===== src/rtl/uart_cmd_pkg.sv =====
// Shared types and defaults for the UART command assembler.
package uart_cmd_pkg;

    localparam int unsigned TMO_CYC_DEF = 78120;
    localparam int unsigned TMR_W       = 17;

    typedef enum logic [1:0] {
        StIdle,
        StWaitLo,
        StWaitChk
    } state_e;

endpackage


===== src/rtl/uart_tmo_cnt.sv =====
// Inter-byte timeout counter: clears on clr, counts on en, flags the last cycle before timeout.
module uart_tmo_cnt
    import uart_cmd_pkg::*;
#(
    parameter int unsigned TMO_CYC = TMO_CYC_DEF
) (
    input  logic clk,
    input  logic rst_n,
    input  logic clr,
    input  logic en,
    output logic expired
);

    logic [TMR_W-1:0] cnt_q, cnt_d;

    always_comb begin
        cnt_d = cnt_q;
        if (clr) begin
            cnt_d = '0;
        end else if (en) begin
            cnt_d = cnt_q + 1'b1;
        end
    end

    always_ff @(posedge clk or negedge rst_n) begin
        if (!rst_n) begin
            cnt_q <= '0;
        end else begin
            cnt_q <= cnt_d;
        end
    end

    assign expired = (cnt_q == TMR_W'(TMO_CYC - 1));

endmodule


===== src/rtl/uart_cmd_asm.sv =====
// Assembles HI/LO/CHK byte frames from a UART receiver into 16-bit commands.
module uart_cmd_asm
    import uart_cmd_pkg::*;
#(
    parameter int unsigned TMO_CYC = TMO_CYC_DEF
) (
    input  logic        clk,
    input  logic        rst_n,
    input  logic [7:0]  rx_data,
    input  logic        rx_rdy,
    output logic        rx_clr_rdy,
    output logic [15:0] cmd,
    output logic        cmd_rdy,
    input  logic        clr_cmd_rdy,
    output logic        frm_err,
    output logic        cmd_ovr
);

    state_e      state_q, state_d;
    logic [7:0]  hi_q, hi_d, lo_q, lo_d;
    logic [15:0] cmd_q, cmd_d;
    logic        cmd_rdy_q, cmd_rdy_d;
    logic        frm_err_q, frm_err_d;
    logic        cmd_ovr_q, cmd_ovr_d;
    logic [7:0]  sum;
    logic        frame_ok;
    logic        tmo;
    logic        expired;

    // Every byte is consumed in the cycle it is presented, whatever the state.
    assign rx_clr_rdy = rx_rdy;
    assign sum        = hi_q + lo_q + rx_data;

    always_comb begin
        state_d   = state_q;
        hi_d      = hi_q;
        lo_d      = lo_q;
        cmd_d     = cmd_q;
        cmd_rdy_d = cmd_rdy_q;
        frm_err_d = 1'b0;
        cmd_ovr_d = 1'b0;
        frame_ok  = 1'b0;
        tmo       = 1'b0;
        unique case (state_q)
            StIdle: begin
                if (rx_rdy) begin
                    hi_d    = rx_data;
                    state_d = StWaitLo;
                end
            end
            StWaitLo: begin
                if (rx_rdy) begin
                    lo_d    = rx_data;
                    state_d = StWaitChk;
                end else if (expired) begin
                    tmo = 1'b1;
                end
            end
            StWaitChk: begin
                if (rx_rdy) begin
                    state_d = StIdle;
                    if (sum == 8'h00) begin
                        frame_ok = 1'b1;
                    end else begin
                        frm_err_d = 1'b1;
                    end
                end else if (expired) begin
                    tmo = 1'b1;
                end
            end
            default: state_d = StIdle;
        endcase

        if (tmo) begin
            state_d   = StIdle;
            hi_d      = 8'h00;
            lo_d      = 8'h00;
            frm_err_d = 1'b1;
        end

        // A completing frame beats a simultaneous consumer acknowledge.
        if (frame_ok) begin
            cmd_d     = {hi_q, lo_q};
            cmd_rdy_d = 1'b1;
            cmd_ovr_d = cmd_rdy_q && !clr_cmd_rdy;
        end else if (clr_cmd_rdy) begin
            cmd_rdy_d = 1'b0;
        end
    end

    always_ff @(posedge clk or negedge rst_n) begin
        if (!rst_n) begin
            state_q   <= StIdle;
            hi_q      <= 8'h00;
            lo_q      <= 8'h00;
            cmd_q     <= 16'h0000;
            cmd_rdy_q <= 1'b0;
            frm_err_q <= 1'b0;
            cmd_ovr_q <= 1'b0;
        end else begin
            state_q   <= state_d;
            hi_q      <= hi_d;
            lo_q      <= lo_d;
            cmd_q     <= cmd_d;
            cmd_rdy_q <= cmd_rdy_d;
            frm_err_q <= frm_err_d;
            cmd_ovr_q <= cmd_ovr_d;
        end
    end

    uart_tmo_cnt #(
        .TMO_CYC (TMO_CYC)
    ) u_tmo_cnt (
        .clk     (clk),
        .rst_n   (rst_n),
        .clr     ((state_q == StIdle) || rx_rdy || tmo),
        .en      (state_q != StIdle),
        .expired (expired)
    );

    assign cmd     = cmd_q;
    assign cmd_rdy = cmd_rdy_q;
    assign frm_err = frm_err_q;
    assign cmd_ovr = cmd_ovr_q;

endmodule


===== config.mk =====
export PLATFORM = sky130hd
export DESIGN_NAME = uart_cmd_asm
export DESIGN_NICKNAME = d
export VERILOG_FILES = /design/src/rtl/uart_cmd_pkg.sv /design/src/rtl/uart_tmo_cnt.sv /design/src/rtl/uart_cmd_asm.sv
export SDC_FILE = /design/constraint.sdc
export NUM_CORES = 1
export LEC_CHECK = 0
export BUFFER_PORTS_ARGS = -buffer_cell sky130_fd_sc_hd__buf_4
export CORE_UTILIZATION = 50
export DETAILED_ROUTE_END_ITERATION = 7
export GPL_ROUTABILITY_DRIVEN = 0
export PLACE_DENSITY_LB_ADDON = 0.05
export SYNTH_ARGS = -nofsm -noshare
export SYNTH_HDL_FRONTEND = slang
export SYNTH_SLANG_ARGS = --single-unit

===== constraint.sdc =====
create_clock -name clk -period 2.9 [get_ports clk]
set_input_delay 0.58 -clock clk [delete_from_list [all_inputs] [get_ports clk]]
set_output_delay 0.58 -clock clk [all_outputs]
set_load 0.01 [all_outputs]

# After elaboration in Yosys (flattened, before gate mapping)
# Index checks and enable logic that the tools add are counted.
classes:
  eq_ne: 6
  n_mux: 25
  n_addsub: 3
  n_reduce_logical: 16
ops:
  columns: ["op", "count"]
  rows:
  - ["two-way mux 8 bit", 5]
  - ["two-way mux 17 bit", 2]
  - ["adder 17 x 1 -> 17 bit (second input constant)", 1]
  - ["== test 17 bit (second input constant)", 1]
  - ["adder 8 bit", 2]
  - ["two-way mux 1 bit", 13]
  - ["nonzero test 2 bit", 6]
  - ["inequality test 3 bit (second input constant)", 3]
  - ["zero test 8 bit", 1]
  - ["two-way mux 2 bit", 4]
  - ["case mux 2 bit (3 select lines)", 1]
  - ["AND reduction 2 bit", 2]
  - ["AND reduction 3 bit", 1]
  - ["== test 2 x 1 -> 1 bit (second input constant)", 1]
  - ["== test 2 bit (second input constant)", 1]
  - ["zero test 2 bit", 1]
  - ["logical OR 1 bit", 2]
  - ["OR reduction 2 bit", 1]
  - ["logical AND 1 bit", 1]
  - ["zero test 1 bit", 1]
totals:
  elab_cells: 58
  output_inout_bits: 20
  in_bits: 12
  regBits: 54

# Logic depth before layout (Yosys ltp)
# Gate-level depths: netlist (run 1).
depth:
  depth_word: 7
  mapped_depth: 11
  mapped_depth_nobuf: 10

# Cells and area by module
# A second synthesis (run 1) with hierarchy kept.
unflattened:
  hier_cells: 233
  hier_area_um2: 2785.2
modules_own_cells:
  columns: ["mod", "cells_each", "seq_area_each_um2", "area_each_um2", "n_inst"]
  rows:
  - ["uart_cmd_asm", 142, 925.9, 1894.3, 1]
  - ["uart_tmo_cnt", 91, 425.4, 890.9, 1]

# Worst setup path before layout (run 1)
# OpenSTA, ideal clock, no wires.
synth_path:
  path_type: "input-to-reg"
  startpoint: "in rx_data[1]"
  endpoint: "reg cmd_q[0] (netlist: cmd[0])"
  path_buffers: 1
  t_arrival_ps: 2893
  stages: 11
  setup_time_ps: 125
  required_time_ps: 2775
  path_slack_ps: -118
  cell_sequence: "fa_1 > ha_1 > inv_1 > fa_1 > nor2b_1 > o21ai_1 > a21oi_1 > xnor2_2 > nand3_4 > buf_6 > mux2_4"
synth_via:
  elab_chain_cells: 5
synth_lines:
  columns: ["item", "line_no", "source"]
  rows:
  - ["start: declaration", "uart_cmd_asm.sv:9", "input logic [7:0] rx_data,"]
  - ["adder 8 bit", "uart_cmd_asm.sv:32", "assign sum = hi_q + lo_q + rx_data;"]
  - ["zero test 8 bit", "uart_cmd_asm.sv:62", "if (sum == 8'h00) begin"]
  - ["two-way mux 1 bit", "uart_cmd_asm.sv:62", null]
  - ["two-way mux 1 bit", "uart_cmd_asm.sv:60", "if (rx_rdy) begin"]
  - ["two-way mux 1 bit", "uart_cmd_asm.sv:44", "unique case (state_q)"]
  - ["end signal: assignment", "uart_cmd_asm.sv:104", "cmd_q <= cmd_d;"]
  - ["end: declaration", "uart_cmd_asm.sv:21", "logic [15:0] cmd_q, cmd_d;"]
# No other way between the ends.
# A chain may end at the register's enable or synchronous reset.

# Worst setup path in the final report (run 1)
layout_path:
  startpoint: "reg lo_q[1]"
  endpoint: "reg cmd_q[15] (netlist: cmd[15])"
layout_via:
  elab_chain_cells: 6
layout_lines:
  columns: ["item", "line_no", "source"]
  rows:
  - ["start: declaration", "uart_cmd_asm.sv:20", "logic [7:0] hi_q, hi_d, lo_q, lo_d;"]
  - ["start signal: assignment", "uart_cmd_asm.sv:103", "lo_q <= lo_d;"]
  - ["adder 8 bit (2 in series)", "uart_cmd_asm.sv:32", null]
  - ["zero test 8 bit", "uart_cmd_asm.sv:62", null]
  - ["two-way mux 1 bit", "uart_cmd_asm.sv:62", null]
  - ["two-way mux 1 bit", "uart_cmd_asm.sv:60", null]
  - ["two-way mux 1 bit", "uart_cmd_asm.sv:44", null]
# No other way between the ends.

==> results of run 1 <==
## how the worst min path moves through the flow
stage / from / to / slack [ns] / cells past startpoint
global placement: u_tmo_cnt.cnt_q[0] / u_tmo_cnt.cnt_q[0] / 0.48 / 1
floorplan: rst_n / cmd[0] / 0.28 / 0
finish: rst_n / cmd[2] / 0.32 / 1
detailed placement: u_tmo_cnt.cnt_q[0] / u_tmo_cnt.cnt_q[0] / 0.49 / 1
CTS: rst_n / cmd[2] / 0.34 / 1
global route: rst_n / cmd[2] / 0.36 / 1
## power by group
group	internal, mW	switching, mW	total [mW]
combinational	0.637	0.801	1.44
clock	0.185	0.219	0.404
sequential	0.905	0.144	1.05
## layout make-up
| cell class | instances | share of cell area [%] |
|---|---|---|
| repair buffers | 38 | 9.21 |
| multi-input cells | 187 | 42.7 |
| inverters | 9 | 1.05 |
| flip-flops and latches | 54 | 41.8 |
| clock buffers | 6 | 2.56 |
| well taps | 70 | 2.71 |
## routing by layer
| metal | wire length [microns] | track usage (%) | vias to the layer above |
|---|---|---|---|
| li1 | - | - | 958 |
| met1 | 2450 | 26.3 | 963 |
| met2 | 2610 | 33.4 | 28 |
| met3 | 148 | 3.21 | 7 |
| met4 | 55 | 5.77 | 0 |
| met5 | 0 | 0 | - |
## timing repair
action / 4_1_cts / 5_1_grt
pin swaps: 0 / 1
gates resized for setup: 1 / 0
buffers inserted: 0 / 1
endpoints found under the setup margin: 16 / 16
## sequential cells by signal, indices dropped and copies added (netlist names)
register,flops
cmd_ovr,1
lo_q,8
cmd_rdy,1
frm_err,1
state_q,2
cmd,16
hi_q,8
u_tmo_cnt.cnt_q,17
## layout by cell type, fill, tap and decap left out, types with 2 or more instances in the layout
cell	n
a21oi_2	2
nand4_1	3
fa_1	7
nor4_1	2
nor2_1	21
inv_1	8
a21oi_1	24
nor3_1	5
nand2_1	28
o21ai_0	4
mux2_4	9
mux2_2	7
nand3_1	22
and3_1	2
buf_4	37
dfrtp_1	54
xor2_1	10
ha_1	10
xnor2_1	7
clkbuf_8	6
and4_1	2
or3_1	4
## cells by family (layout without fill, tap and decap cells)
kind of cell             Yosys count  in the layout  synth area share, %
AND/OR/NAND/NOR                   95             95                 16.4
flip-flops                        54             54                 48.1
AO/OA/AOI/OAI                     38             38                 7.80
buffers and inverters             20             53                 3.16
adder cells (fa/ha/maj)           19             19                 10.6
XOR/XNOR                          18             18                 5.88
multiplexers                      17             17                 7.98
## through the flow
stage / setup slack [ns] / setup TNS, ns / hold slack, ns
after floorplan: -0.0394 / -0.355 / 0.284
after global placement: -0.158 / -2.39 / 0.480
after detailed placement: -0.244 / -3.78 / 0.486
after CTS: 0.00922 / 0 / 0.341
after global routing: -0.0616 / -0.783 / 0.364
final: 0.0532 / 0 / 0.316
==> results.cfg, run 1 <==
[setup_path]
cp_cell_sequence = fa_1 -> ha_2 -> inv_2 -> fa_2 -> xor2_1 -> nand3_1 -> a211oi_2 -> nand3_4 -> buf_12 -> mux2_4
cp-end-kind = flop
cp_num_cells = 10
worst-setup-path-type = flop to flop
cp_slowest_cell = fa_1
critPathMaxFanout = 17
r2r-start = lo_q[1]
worstPathRequired_ns = 3.09
cp-endpoint = cmd[15]
crit_start = lo_q[1]
crit_buf_inv = 2
r2r-end = cmd[15]
slowest_delay_ns = 0.56
r2r_slack_ns = 0.05
start_kind = flop
critPathTopFamily = adder cells
cp.arrival_ns = 3.04
rr_worst_depth = 10

[outcome]
outcome = completed

[synth]
synth_ff_type = dfrtp_1
syn_nets = 292
async_flop_share_pct = 100
yosysMostFrequentCell = dfrtp_1
synth_common_cells = dfrtp_1, nand2_1, a21oi_1
synth_area_leaders = dfrtp_1, fa_1, ha_1
synth.avg_cell_area_sq_um = 10.8
syn_area_sq_um = 2810
synth_edf_count = 0
yosysTopAreaCellShare_pct = 48.1
yosys.area.top_type = dfrtp_1
ys_seq_area_share_pct = 48.1
yosysWarnings = 0
ys_types = 40
synthCells = 261
ys_ff_latch = 54

[route]
dr.pass1.iters = 4
wl_per_cell_microns = 14.5
vias = 1956
drc = 0
totalWireLength_mm = 5.26
viasPerCell = 5.37
ant_nets = 0
dr.first_iter.drc_count = 165

[timing]
hold_viol_final = 0
finalCritPeriodShare_pct = 98.2
layout_min_cycle_time_ns = 2.85
maxSlewViolCount = 0
max_freq_mhz = 351
slew_headroom_pct = 55.3
finalSetupViolCount = 0
rsz0062_at_grt = true
fin_skew_ns = 0.00913
worst_pin_slew_ns = 0.670

[grt]
grt_util_all_layers_pct = 19.8
grt_pass1_vias = 1974
grt_pass1_wl_mm = 9.23
antenna_found_initial = 0
grt_max_degree = 55
grt_overflow_total = 0

[clock_network]
insertion_delay_ns = 0.30
cts_max_path_buffers = 2
ctsHoldBuffers = 0
cts_sinks = 54
cts_tree = built
cts_max_level = 2
clk_pin_slew_ns = 0.09
root_buffer = clkbuf_8
numCtsBuffers = 5

[pwr]
powerDensity_nw_per_um2 = 895
p_leak_nw = 1.54
total_power_mw = 2.89
vdd_drop_max_uv = 450

[cells_and_area]
nNetsFinal = 326
fillCellCount = 461
multi_input_area_sq_um = 1380
syn_to_final_growth_pct = 15.1
layout.cells.non_filler = 364
design_area_sq_um = 3230
seqCellArea_sq_um = 1350
final_util_pct = 61.3
diodes = 0
drive_gt1_share_pct = 24.1

[floorplan]
ioPinCount = 32
die_h_microns = 76.9
die_x_microns = 76.9
dieArea_sq_um = 5920
coreArea_sq_um = 5270
rows = 26
start_util_pct = 53.3

[hold_path]
holdCritPathClass = primary input to async pin

[placement]
port_buffers = 31
dp_cells = 357
dp_hpwl_mm = 3.74
placed_cell_area_sq_um = 3140

[flow_run]
maxCapViolCount = 0
Note: power is estimated with default switching activity, not from simulation.
==> run 2: changes to the inputs <==
- CTS_BUF_LIST: not set -> sky130_fd_sc_hd__clkbuf_4
==> run 2 against run 1 <==
  * Sequential power about the same
  * Setup slack better by 0.0022 ns
  * Combinational power grew 3%
  * Final cell count is the same
  * Global-route usage up 0.18 points
  * Core utilization down 0.64 points
==> results.cfg, run 2 (synthesis results as in run 1) <==
[cells_and_area]
syn_to_final_growth_pct = 13.9
diodes = 0
drive_gt1_share_pct = 24.5
regMostFlops = u_tmo_cnt.cnt_q
largest_reg_flops = 17
final_common_cell = dfrtp_1
nNetsFinal = 326
layout_common_cells = dfrtp_1, buf_4, nand2_1, a21oi_1, nand3_1
layout.cells.non_filler = 364
design_area_sq_um = 3200
final_util_pct = 60.7

[floorplan]
die_x_microns = 76.9
die_h_microns = 76.9
ioPinCount = 32
rows = 26
coreArea_sq_um = 5270
dieArea_sq_um = 5920
start_util_pct = 53.3

[route]
drc = 0
wl_per_cell_microns = 14.6
viasPerCell = 5.38
vias = 1957
ant_nets = 0
dr.first_iter.drc_count = 145
totalWireLength_mm = 5.32
dr.pass1.iters = 4

[pwr]
swShare_pct = 41.9
p_int_mw = 1.64
powerDensity_nw_per_um2 = 881
clkPwrFrac_pct = 10.5
switchingPower_mw = 1.18
total_power_mw = 2.82
power_frac_seq_pct = 37.2
p_leak_nw = 1.52
pwr-share-comb_pct = 52.4
vdd_drop_max_uv = 381

[timing]
layout_min_cycle_time_ns = 2.84
fin_hold_ws_ns = 0.246
fin_ws_ns = 0.0554
finalCritPeriodShare_pct = 98.1
max_freq_mhz = 352
setup_tns_ns = 0
hold_viol_final = 0
finalSetupViolCount = 0
slew_headroom_pct = 55.1
maxSlewViolCount = 0
worst_pin_slew_ns = 0.673
rsz0062_at_grt = true
fin_skew_ns = 0.00830

[setup_path]
cp.arrival_ns = 3.11
slowest_delay_ns = 0.56
cp_cell_sequence = fa_1 -> ha_2 -> inv_2 -> fa_2 -> nor2b_2 -> o21ai_2 -> a21oi_2 -> xnor2_2 -> nand3_4 -> buf_12 -> mux2_4
critPathMaxFanout = 17
cp-end-kind = flop
worst-setup-path-type = flop to flop
worstPathRequired_ns = 3.16
start_kind = flop
cp_slowest_cell = fa_1

[grt]
grt_overflow_total = 0
grt_pass1_vias = 2028
grt_util_all_layers_pct = 20.0
grt_pass1_wl_mm = 9.35
antenna_found_initial = 0
grt_max_degree = 55

[hold_path]
holdCritPathClass = primary input to async pin

[clock_network]
cts_sinks = 54
root_buffer = clkbuf_4
clk_pin_slew_ns = 0.14
ctsHoldBuffers = 0
cts_max_path_buffers = 2
numCtsBuffers = 5
cts_tree = built
cts_max_level = 2
insertion_delay_ns = 0.36

[placement]
port_buffers = 31
dp_cells = 357
placed_cell_area_sq_um = 3140
dp_hpwl_mm = 3.74
dp_slack_ns = -0.244

[outcome]
outcome = completed

[flow_run]
maxCapViolCount = 0
run 2: cell types whose count changed in the layout (fill, tap and decap cells not counted), sizes merged:
cell	previous run	this run
clkbuf	6	5
clkinv	0	1
run 2: worst paths after layout:
| check | from | end | slack, ns | depth (start not counted) |
|---|---|---|---|---|
| hold / removal | rst_n | cmd[2] | 0.25 | 1 |
| min in group clk | rx_data[6] | hi_q[6] | 0.49 | 3 |
| max in group asynchronous | rst_n | u_tmo_cnt.cnt_q[11] | 2.21 | 1 |
| hold reg to reg | u_tmo_cnt.cnt_q[0] | u_tmo_cnt.cnt_q[0] | 0.51 | 1 |
| setup reg to reg | lo_q[1] | cmd[15] | 0.06 | 11 |
| setup / recovery | lo_q[1] | cmd[15] | 0.06 | 11 |
run 2: area by class of cell:
cell class / count / area [sq um]
clock buffer: 5 / 37.5
timing repair buffer: 38 / 298
inverter: 9 / 33.8
clock inverter: 1 / 3.75
fill: 457 / 2070
tap: 70 / 87.6
multi-input combinational: 187 / 1390
sequential: 54 / 1350
run 2: metal layers:
layer / track usage, % / vias to the layer above / part of all wire (%)
met5: 0 / - / 0
met4: 5.19 / 0 / 0.83
met3: 3.57 / 5 / 2.6
met2: 34.3 / 27 / 50
met1: 26.1 / 964 / 47
li1: - / 961 / -
run 2: what timing repair did:
item	CTS	global route
gates resized for setup	1	2
setup buffers	0	1
endpoints found under the setup margin	16	16
pin swaps	0	2
run 2: power by group through the flow:
stage | Sequential [mW] | Clock (mW) | Combinational (mW)
after global routing | 1.08 | 0.337 | 1.66
after CTS | 1.05 | 0.312 | 1.44
after floorplan | 1.04 | 0 | 1.10
after global placement | 1.06 | 0 | 1.39
final | 1.05 | 0.295 | 1.48
after detailed placement | 1.07 | 0 | 1.42
run 2: critical path: cells and delay by family (launching register included):
kind | cells | cell delay (ns)
AOI/OAI and AO/OA | 2 | 0.27
xor gates and xnor gates | 1 | 0.16
adders and majority gates | 3 | 1.12
buffers and inverters | 2 | 0.21
DFF | 1 | 0.44
muxes | 1 | 0.29
and+or+nand+nor | 2 | 0.26
==> run 3: changes to the inputs <==
- clock period: 2.9 -> 3.1 ns (I/O delays scaled with it)
==> run 3 against run 2 <==
  * Global-route usage fell by 0.51 points
  * Count of clock-buffer cells in the layout increased by 1
  * Wire length down 1.3%
  * Sequential power decreased by 7%
  * Power is 3.6% lower
  * Critical path type unchanged
  * Critical endpoint unchanged
==> results.cfg, run 3 (synthesis results as in run 1) <==
[timing]
finalCritPeriodShare_pct = 93.5
layout_min_cycle_time_ns = 2.90
fin_ws_ns = 0.200
fin_hold_ws_ns = 0.262
rsz0062_at_grt = false
finalSetupViolCount = 0
max_freq_mhz = 345
hold_viol_final = 0
fin_skew_ns = 0.00969
worst_pin_slew_ns = 0.669
maxSlewViolCount = 0
slew_headroom_pct = 55.4

[setup_path]
cp_cell_sequence = fa_1 -> ha_1 -> inv_1 -> fa_1 -> nor2b_1 -> o21ai_1 -> a21oi_1 -> xnor2_2 -> nand3_4 -> buf_12 -> mux2_4
worst-setup-path-type = flop to flop
start_kind = flop
worstPathRequired_ns = 3.36
r2r_slack_ns = 0.20
r2r-start = hi_q[1]
cp.arrival_ns = 3.16
critPathMaxFanout = 17
cp-end-kind = flop
crit_buf_inv = 2
slowest_delay_ns = 0.51
r2r-end = cmd[15]
cp_slowest_cell = fa_1
rr_worst_depth = 11
crit_top_cell = fa_1
critPathTopFamily = adder cells

[clock_network]
insertion_delay_ns = 0.36
cts_resized = 0
numCtsBuffers = 5
cts_max_path_buffers = 2
cts_max_level = 2
clk_pin_slew_ns = 0.15
ctsHoldBuffers = 0
cts_sinks = 54
cts_tree = built
root_buffer = clkbuf_4
postCtsSetupBuffers = 0

[floorplan]
dieArea_sq_um = 5920
die_h_microns = 76.9
coreArea_sq_um = 5270
rows = 26
die_x_microns = 76.9
start_util_pct = 53.3
ioPinCount = 32

[grt]
antenna_found_initial = 0
grt_overflow_total = 0
grt_max_degree = 55
grt_util_all_layers_pct = 19.5
grt_pass1_wl_mm = 8.92
grt_pass1_vias = 1904

[route]
vias = 1932
dr.first_iter.drc_count = 168
wl_per_cell_microns = 14.4
drc = 0
viasPerCell = 5.29
dr.pass1.iters = 4
ant_nets = 0
totalWireLength_mm = 5.25

[cells_and_area]
layout_common_cells = dfrtp_1, buf_4, nand2_1, a21oi_1, nand3_1
fillCellCount = 467
diodes = 0
nNetsFinal = 325
largest_reg_flops = 17
drive_gt1_share_pct = 22.7
syn_to_final_growth_pct = 14.4
regMostFlops = u_tmo_cnt.cnt_q
final_common_cell = dfrtp_1

[placement]
dp_hpwl_mm = 3.69
dp_slack_ns = -0.152
port_buffers = 31

[pwr]
p_leak_nw = 1.54
powerDensity_nw_per_um2 = 846
vdd_drop_max_uv = 370

[outcome]
outcome = completed

[flow_run]
maxCapViolCount = 0

[hold_path]
holdCritPathClass = primary input to async pin
run 3: cell types whose count changed in the layout (fill, tap and decap cells not counted), sizes merged:
cell,delta
clkbuf,+1
bufinv,+1
clkinvlp,+1
clkinv,-1
buf,-1
run 3: metrics by stage:
step	util [%]	total power [mW]	std cells	setup TNS (ns)	area [sq um]
floorplan	-	1.98	261	0	2810
global placement	59.4	2.33	357	-1.51	3130
detailed placement	59.4	2.35	357	-2.15	3130
CTS	61.0	2.75	365	0	3210
global route	61.0	2.95	365	0	3210
finish	61.0	2.72	365	0	3210
run 3: area by class of cell:
| class | count | area [sq um] | area share, % |
|---|---|---|---|
| Clock inverter | 2 | 37.5 | 1.17 |
| Tap cell | 70 | 87.6 | 2.73 |
| Clock buffer | 6 | 45.0 | 1.40 |
| Timing Repair Buffer | 37 | 290 | 9.03 |
| Inverter | 9 | 33.8 | 1.05 |
| Multi-Input combinational cell | 187 | 1370 | 42.6 |
| Sequential cell | 54 | 1350 | 42.1 |
run 3: worst max path at each step:
stage	from	to	slack (ns)	cells past startpoint
6_report	hi_q[1]	cmd[15]	0.20	11
5_1_grt	hi_q[1]	cmd[11]	0.04	11
4_1_cts	hi_q[1]	cmd[13]	0.19	11
3_5_place_dp	rx_data[1]	cmd[15]	-0.15	12
3_3_place_gp	rx_data[1]	cmd[15]	-0.10	12
2_1_floorplan	rx_data[1]	cmd[0]	0.04	11
run 3: where the power goes:
group	total, mW	internal (mW)	switching [mW]
clock	0.389	0.179	0.210
sequential	0.973	0.846	0.127
combinational	1.36	0.613	0.743
total	2.72	1.64	1.08
run 3: routing by layer:
layer | share of wire, % | GRT usage [%] | vias to the layer above | wire, microns
met5 | 0 | 0 | - | 0
met4 | 0.59 | 5.19 | 0 | 31
met3 | 4.7 | 4.64 | 2 | 247
met2 | 50 | 33.1 | 52 | 2610
met1 | 45 | 24.8 | 922 | 2360
li1 | - | - | 956 | -
